$ cat src/rtl/gameover_pkg.sv
// Shared types and constants for the game-over overlay fetch path.
// Imported by gameover_reveal_fsm and gameover_sprite_fetch.
package gameover_pkg;

  typedef enum logic [1:0] {
    HIDDEN,
    REVEAL,
    SHOWN
  } state_t;

  localparam logic [3:0] TRANSPARENT_IDX = 4'h0;
  localparam int         ROM_AW          = 15;
  localparam int         PIPE_LAT        = 2;

endpackage

$ cat src/rtl/gameover_reveal_fsm.sv
// Show/reveal sequencer: top-down wipe over several frames, then steady.
// Optional blink in SHOWN when GAMEOVER_BLINK_EN is defined.
module gameover_reveal_fsm
  import gameover_pkg::*;
#(
  parameter int IMG_H        = 120,
  parameter int REVEAL_STEP  = 8,
  parameter int BLINK_FRAMES = 30
) (
  input  logic       Clk,
  input  logic       Reset,
  input  logic       frame_start,
  input  logic       show,
  output logic       visible,
  output logic [8:0] reveal_rows,
  output logic       busy
);

  localparam logic [8:0] FULL = 9'(2 * IMG_H);
  localparam logic [8:0] STEP = 9'(REVEAL_STEP);

  state_t     state;
  logic [9:0] sum;
  logic [8:0] next_rows;

  assign sum       = {1'b0, reveal_rows} + {1'b0, STEP};
  assign next_rows = (sum >= {1'b0, FULL}) ? FULL : sum[8:0];

`ifdef GAMEOVER_BLINK_EN
  localparam logic [7:0] BLINK_LAST = 8'(BLINK_FRAMES - 1);

  logic [7:0] blink_cnt;
  logic       blink_on;
`endif

  always_ff @(posedge Clk or posedge Reset) begin
    if (Reset) begin
      state       <= HIDDEN;
      reveal_rows <= '0;
      visible     <= 1'b0;
      busy        <= 1'b0;
`ifdef GAMEOVER_BLINK_EN
      blink_cnt   <= '0;
      blink_on    <= 1'b1;
`endif
    end else if (!show) begin
      // Dropping show aborts immediately, even on a frame_start cycle
      state       <= HIDDEN;
      reveal_rows <= '0;
      visible     <= 1'b0;
      busy        <= 1'b0;
`ifdef GAMEOVER_BLINK_EN
      blink_cnt   <= '0;
      blink_on    <= 1'b1;
`endif
    end else if (frame_start) begin
      unique case (state)
        HIDDEN: begin
          state       <= REVEAL;
          reveal_rows <= '0;
          visible     <= 1'b1;
          busy        <= 1'b1;
        end
        REVEAL: begin
          reveal_rows <= next_rows;
          if (next_rows == FULL) begin
            state   <= SHOWN;
            busy    <= 1'b0;
            visible <= 1'b1;
`ifdef GAMEOVER_BLINK_EN
            blink_cnt <= '0;
            blink_on  <= 1'b1;
`endif
          end
        end
        SHOWN: begin
`ifdef GAMEOVER_BLINK_EN
          if (blink_cnt == BLINK_LAST) begin
            blink_cnt <= '0;
            blink_on  <= ~blink_on;
            visible   <= ~blink_on;
          end else begin
            blink_cnt <= blink_cnt + 8'd1;
          end
`else
          visible <= 1'b1;
`endif
        end
        default: begin
          state       <= HIDDEN;
          reveal_rows <= '0;
          visible     <= 1'b0;
          busy        <= 1'b0;
        end
      endcase
    end
  end

endmodule

$ cat src/rtl/gameover_sprite_fetch.sv
// Maps scan coordinates onto a 2x-scaled game-over bitmap in ROM and emits
// a palette index plus overlay enable, 2 cycles behind the scan position.
module gameover_sprite_fetch
  import gameover_pkg::*;
#(
  parameter int IMG_W        = 160,
  parameter int IMG_H        = 120,
  parameter int X0           = 160,
  parameter int Y0           = 120,
  parameter int REVEAL_STEP  = 8,
  parameter int BLINK_FRAMES = 30
) (
  input  logic              Clk,
  input  logic              Reset,
  input  logic              frame_start,
  input  logic              show,
  input  logic [9:0]        DrawX,
  input  logic [9:0]        DrawY,
  input  logic              blank,
  output logic [ROM_AW-1:0] rom_addr,
  input  logic [3:0]        rom_q,
  output logic [3:0]        palette_index,
  output logic              overlay_en,
  output logic              busy
);

  localparam logic [9:0]        XS = 10'(X0);
  localparam logic [9:0]        YS = 10'(Y0);
  localparam logic [10:0]       XE = 11'(X0 + 2 * IMG_W);
  localparam logic [10:0]       YE = 11'(Y0 + 2 * IMG_H);
  localparam logic [ROM_AW-1:0] W  = ROM_AW'(IMG_W);

  logic       visible;
  logic [8:0] reveal_rows;
  logic [9:0] sy;
  logic [8:0] hx;
  logic       in_box;
  logic       row_ok;
  logic       in_box_d;
  logic       blank_d;
  logic       row_ok_d;

  gameover_reveal_fsm #(
    .IMG_H        (IMG_H),
    .REVEAL_STEP  (REVEAL_STEP),
    .BLINK_FRAMES (BLINK_FRAMES)
  ) u_fsm (
    .Clk         (Clk),
    .Reset       (Reset),
    .frame_start (frame_start),
    .show        (show),
    .visible     (visible),
    .reveal_rows (reveal_rows),
    .busy        (busy)
  );

  // sx wraps below X0; in_box masks those columns
  assign sy = DrawY - YS;
  assign hx = 9'((DrawX - XS) >> 1);

  assign in_box = (DrawX >= XS) && ({1'b0, DrawX} < XE) &&
                  (DrawY >= YS) && ({1'b0, DrawY} < YE);

  assign row_ok = sy < {1'b0, reveal_rows};

  assign rom_addr = in_box ? (ROM_AW'(sy[9:1]) * W + ROM_AW'(hx)) : '0;

  always_ff @(posedge Clk or posedge Reset) begin
    if (Reset) begin
      in_box_d      <= 1'b0;
      blank_d       <= 1'b0;
      row_ok_d      <= 1'b0;
      palette_index <= '0;
      overlay_en    <= 1'b0;
    end else begin
      in_box_d      <= in_box;
      blank_d       <= blank;
      row_ok_d      <= row_ok;
      palette_index <= rom_q;
      overlay_en    <= in_box_d && blank_d && row_ok_d && visible &&
                       (rom_q != TRANSPARENT_IDX);
    end
  end

endmodule

$ cat config.mk
export PLATFORM = sky130hd
export DESIGN_NAME = gameover_sprite_fetch
export DESIGN_NICKNAME = d
export VERILOG_FILES = /design/src/rtl/gameover_pkg.sv /design/src/rtl/gameover_reveal_fsm.sv /design/src/rtl/gameover_sprite_fetch.sv
export SDC_FILE = /design/constraint.sdc
export NUM_CORES = 1
export LEC_CHECK = 0
export BUFFER_PORTS_ARGS = -buffer_cell sky130_fd_sc_hd__buf_4
export CORE_MARGIN = 2
export CORE_UTILIZATION = 60
export CTS_BUF_LIST = sky130_fd_sc_hd__clkbuf_8
export CTS_CLUSTER_SIZE = 16
export DETAILED_ROUTE_END_ITERATION = 7
export PLACE_DENSITY = 0.88
export SLEW_MARGIN = 10
export SYNTH_ARGS = -nofsm -noshare
export SYNTH_HDL_FRONTEND = slang
export SYNTH_HIERARCHICAL = 1
export SYNTH_SLANG_ARGS = --single-unit
$ cat constraint.sdc
create_clock -name Clk -period 9.1 [get_ports Clk]
set_input_delay 0.91 -clock Clk [delete_from_list [all_inputs] [get_ports Clk]]
set_output_delay 0.91 -clock Clk [all_outputs]
set_load 0.02 [all_outputs]
# Word-level counts from Yosys, hierarchy flattened
# Cells that the tools add are included.
[totals]
wordCells = 56
register_bits = 21
[op_classes]
n_mux = 17
n_addsub = 4
reduce_logical = 13
eq_ne = 6
order_cmp = 6
mul = 1
[ops]
columns = ["operator", "count"]
rows = [
  ["$mux 9", 3],
  ["$ge 10x8->1 const B", 2],
  ["$lt 10x9->1 const B", 2],
  ["$pmux 9 s2", 1],
  ["$add 15x9->15", 1],
  ["$mux 15", 1],
  ["$add 9x4->10 const B", 1],
  ["$ge 10x7->1 const B", 1],
  ["$lt 10x9->1", 1],
  ["$mul 9x3->10 const B", 1],
  ["$sub 10x7->10 const B", 1],
  ["$sub 10x8->10 const B", 1],
  ["$eq 9x8->1 const B", 1],
  ["$logic_and 1x1->1", 7],
  ["$mux 1", 6],
  ["$mux 2", 3],
  ["$pmux 2 s3", 1],
  ["$ne 2x2->1 const B", 2],
  ["$reduce_and 2->1", 2],
  ["$reduce_bool 4->1", 1],
  ["$ne 3x2->1 const B", 1],
  ["$pmux 1 s3", 1],
  ["$reduce_and 3->1", 1],
  ["$eq 2x1->1 const B", 1],
  ["4 further kinds", 4],
]

# Logic depth before layout (Yosys ltp)
[logic_depth]
depth_word = 8
mapped_depth = 12
ltp_nobuf = 12

# Hierarchy
# The synthesis kept the hierarchy.
[by_module_without_submodules]
columns = ["mod", "seq_area_each_um2", "cells_per_inst", "area_each_um2", "instances"]
rows = [
  ["gameover_sprite_fetch", 200.2, 165, 1321.3, 1],
  ["gameover_reveal_fsm", 325.3, 79, 748.2, 1],
]

# Least setup slack after synthesis
# Ideal clock, no wire load.
[synth_timing]
kind = "input-to-output"
startpoint = "input DrawY[3]"
endpoint = "output rom_addr[14]"
slack_ps = 4641
path_buffers = 0
cell_stages = 11
required_time_ps = 8190
arrival_time_ps = 3549
path_cell_list = "ha_1 xor2_1 xnor2_1 inv_1 ha_1 a211o_1 and3_4 or4b_4 and4bb_1 xnor2_1 nor2_1"
[synth_between]
elab_chain_cells = 4
elab_cells_between_ends = 8
classes_between = "add/sub: 2; mul: 1; order compare: 2; mux: 1; reduce/logical: 2"
[synth_lines]
columns = ["item", "line_no", "text"]
rows = [
  ["start: declaration", "gameover_sprite_fetch.sv:18", "input logic [9:0] DrawY,"],
  ["$sub 10x7->10 / $ge 10x7->1 (equally long branches)", "gameover_sprite_fetch.sv:58, gameover_sprite_fetch.sv:62", ""],
  ["$mul 9x3->10 / $logic_and 1x1->1 (equally long branches)", "gameover_sprite_fetch.sv:66, gameover_sprite_fetch.sv:61", ""],
  ["$add 15x9->15 / $logic_and 1x1->1 (equally long branches)", "gameover_sprite_fetch.sv:66, gameover_sprite_fetch.sv:62", ""],
  ["$mux 15 *", "gameover_sprite_fetch.sv:66", "assign rom_addr = in_box ? (ROM_AW'(sy[9:1]) * W + ROM_AW'(hx)) : '0;"],
  ["end: declaration", "gameover_sprite_fetch.sv:20", "output logic [ROM_AW-1:0] rom_addr,"],
]
# Mark *: on every way between the ends. The rest lies on a longest branch, timed or not.

# Worst setup path after layout
# Same ends and word-level chain as after synthesis.

==> flow_summary_export.csv <==
group,metric,value,unit
die,ioPinCount,50,
yosys,synth_simple_gate_area_frac,0.219,
routing,routed_vias_inst,5.69,
clock_tree,clk_sinks,21,
clock_tree,cts.htree.levels,1,
yosys,post_synth.cell_area_avg,8.48,um^2
pwr,p_comb_frac,0.465,
yosys,seq_area_frac_synth,0.254,
clock_tree,clock_path_buffers,2,
yosys,syn_nets,303,
routing,dr.first_iter.drc_count,106,
finish,register_area,526,um^2
job,maxCapViolations,0,
pwr,power.net_switching,0.106,mW
grt,grt_first_pass_wirelength,8.18,mm
routing,initial_drt_pass_iterations,4,
die,starting_density_of_the_core,0.620,
finish,final_cell_area,2530,um^2
worst_hold_path,min_path_type,"register to register",
pwr,irDropWorstVdd,0.0000797,V
timing,fin_crit_sh,0.515,
grt,grt_util_all_layers,0.257,
timing,count_of_final_setup_violators,0,
grt,grt-ovfl-total,0,
clock_tree,cts_root_cell,"clkbuf_8",
grt,first_global_vias,1903,
yosys,synth_warnings,6,
place,routabilityCongestion,0.904,
clock_tree,clk-insertion-delay-late,0.26,ns
routing,total_number_of_vias,1941,
critical_path,worst-path-max-fanout,6,
place,detailedPlacementHpwl,3.63,mm
pwr,power_leakage,1.23,nW
yosys,synth_async_sr_flop_share,1.00,
finish,antenna_cells_inserted,0,
yosys,synth.area.mux_share,0,
finish,post_route_cells_drive_above_1_share,0.203,
yosys,synth_largest_type_area_fraction,0.254,
grt,grt_max_degree,17,
timing,final_max_slew_viol_count,0,
yosys,synthMostInstantiatedCell,"inv_1",
timing,rsz0062_at_grt,"false",
yosys,synth.cells.most_frequent,"32 x inv_1, 29 x nor2_1, 28 x ha_1, 21 x dfrtp_1, 13 x o21ai_0",
timing,slew-limit-headroom,0.523,
critical_path,cp_num_buf_inv,3,
yosys,synth_top_family_by_area,"simple AND/OR/NAND/NOR gates",
die,fp.dieW,62.7,um
place,buffer_ports.inserted,49,
timing,finalWorstPathRequiredPeriod,4.69,ns
yosys,mappedNetlistArea,2070,um^2
place,total_placed_instance_area,2480,um^2
critical_path,setup.worst_path.class,"input pin to primary output",
critical_path,cp_slowest_stage_delay,0.51,ns
die,die_area,3940,um^2
critical_path,element_type_at_the_critical_path_end,"primary output",
yosys,netlist.top_cell.by_area,"dfrtp_1",
yosys,synth-edff-count,0,
clock_tree,ctsResizeCount,0,
yosys,synth_seq_cells,21,
critical_path,setup.worst_path.start_class,"input pin",
timing,timing_worst_slew_pin_value,0.715,ns
timing,setup_tns_final,0,ns
clock_tree,cts-hold-fix-buffers,0,
pwr,seq_power_share,0.336,
clock_tree,postCtsSetupRepairBufs,0,
die,die_y,62.7,um
grt,initial_antenna_violation_count,0,
timing,finalHoldViolations,0,
pwr,p_total,0.297,mW
critical_path,worst_path_max_delay_cell,"or4b_4",
routing,postRouteWirelength,4.49,mm
finish,area_growth,22.1,%
critical_path,worstPathCellList,"buf_4 > ha_1 > xor2_1 > xnor2_1 > inv_1 > ha_1 > a211o_1 > and3_4 > or4b_4 > and4bb_1 > xnor2_1 > nor2_1 > buf_4",
yosys,synth-compound-area-share,0.186,
yosys,number_of_instances_in_the_synthesized_netlist,244,
pwr,p_per_area,117,nW/um^2
critical_path,required,8.19,ns
clock_tree,clk_pin_slew_worst_paths,0.07,ns
pwr,p_clk_frac,0.200,
yosys,yosys-top-cells-area,"dfrtp_1 25%, ha_1 17%, inv_1 5.8%",
critical_path,cp_top_family,"simple AND/OR/NAND/NOR gates",
critical_path,cp_data_arrival_time,3.78,ns
finish,final_nets,355,
outcome,run_status,"finished clean",
yosys,yosys.area_share.xor_xnor,0.0846,
yosys,synth-main-ff-cell,"dfrtp_1",
yosys,post_synth_num_cell_types,51,
routing,route.detailed.drc,0,
timing,finalClockSkew,0.00133,ns
routing,routed_wire_length_per_instance,13.2,um
pwr,power_report.internal_total,0.191,mW
die,row_count,21,
clock_tree,tritoncts.num_buffers,3,
yosys,synth_adder_area_share,0.189,
routing,ant_nets,0,
die,coreArea,3340,um^2
finish,multi_input_combinational_cell_area,1400,um^2
clock_tree,clock_tree_from_tritoncts,"built",
finish,fillers,237,
timing,max_freq,0.213,GHz
pwr,switching_share,0.356,
registers in the layout, summed over array words and instances (netlist names):
signal and flops:
overlay_en 1, blank_d 1, u_fsm/reveal_rows 9, u_fsm/state 2, palette_index 4, in_box_d 1, u_fsm/visible 1, u_fsm/busy 1
row_ok_d 1
placed cells by master (no fill, tap or decap), types with 6 or more instances in the layout:
| cell | n |
|---|---|
| a21oi_1 | 11 |
| buf_4 | 50 |
| dfrtp_1 | 21 |
| ha_1 | 28 |
| inv_1 | 33 |
| nand2_1 | 12 |
| nand3b_1 | 6 |
| nor2_1 | 29 |
| nor2b_1 | 6 |
| o21ai_0 | 13 |
| xnor2_1 | 10 |
| xor2_1 | 10 |
final cells by class:
type / instances / share of cell area
Clock buffer: 3 / 0.0163
Clock inverter: 1 / 0.00149
Inverter: 32 / 0.0475
Multi-Input combinational cell: 188 / 0.555
Sequential cell: 21 / 0.208
Tap cell: 46 / 0.0228
Timing Repair Buffer: 50 / 0.149
path summary, 6_finish.rpt:
path                                                        from                          endpoint  slack [ns]  cells past startpoint
worst max-delay path                                    DrawY[3]                      rom_addr[14]        4.41                     13
worst min-delay path                           blank_d$_DFF_PP0_              overlay_en$_DFF_PP0_        0.49                      2
worst max register to register  u_fsm/reveal_rows[1]$_DFFE_PP0P_                row_ok_d$_DFF_PP0_        7.28                      7
worst min register to register                 blank_d$_DFF_PP0_              overlay_en$_DFF_PP0_        0.49                      2
max in group asynchronous                                  Reset  u_fsm/reveal_rows[2]$_DFFE_PP0P_        8.11                      2
min in group asynchronous                                  Reset        palette_index[2]$_DFF_PP0_        0.59                      2
tightest hold or removal path: stages, from the launching register on:
cell	delay, ns
dfrtp_1	0.36
nand4_1	0.06
nor2_1	0.04
cells by family after synthesis:
kind of cell | after synthesis
xor gates and xnor gates | 20
and+or+nand+nor | 84
adders and majority gates | 30
DFF | 21
AOI/OAI and AO/OA | 54
buffers and inverters | 35
per-layer routing:
layer | global-route usage | share of wire
met2 | 0.446 | 0.47
met1 | 0.322 | 0.45
met4 | 0.114 | 0.024
met3 | 0.0288 | 0.056
met5 | 0 | 0
power groups by stage:
stage	Clock (mW)	Sequential [mW]	Combinational, mW
final	0.0592	0.0996	0.138
after CTS	0.0613	0.0995	0.137
after detailed placement	0	0.101	0.136
after global placement	0	0.101	0.133
after global routing	0.0663	0.100	0.156
after floorplan	0	0.102	0.0966
stage by stage:
stage	setup slack [ns]	hold slack (ns)	instances	util
6_report	4.41	0.494	341	0.757
5_1_grt	4.14	0.549	341	0.757
4_1_cts	4.41	0.500	341	0.757
3_5_place_dp	4.41	0.489	337	0.744
3_3_place_gp	4.46	0.491	337	0.744
2_1_floorplan	4.64	0.471	244	-
(Power assumes the default switching activity.)
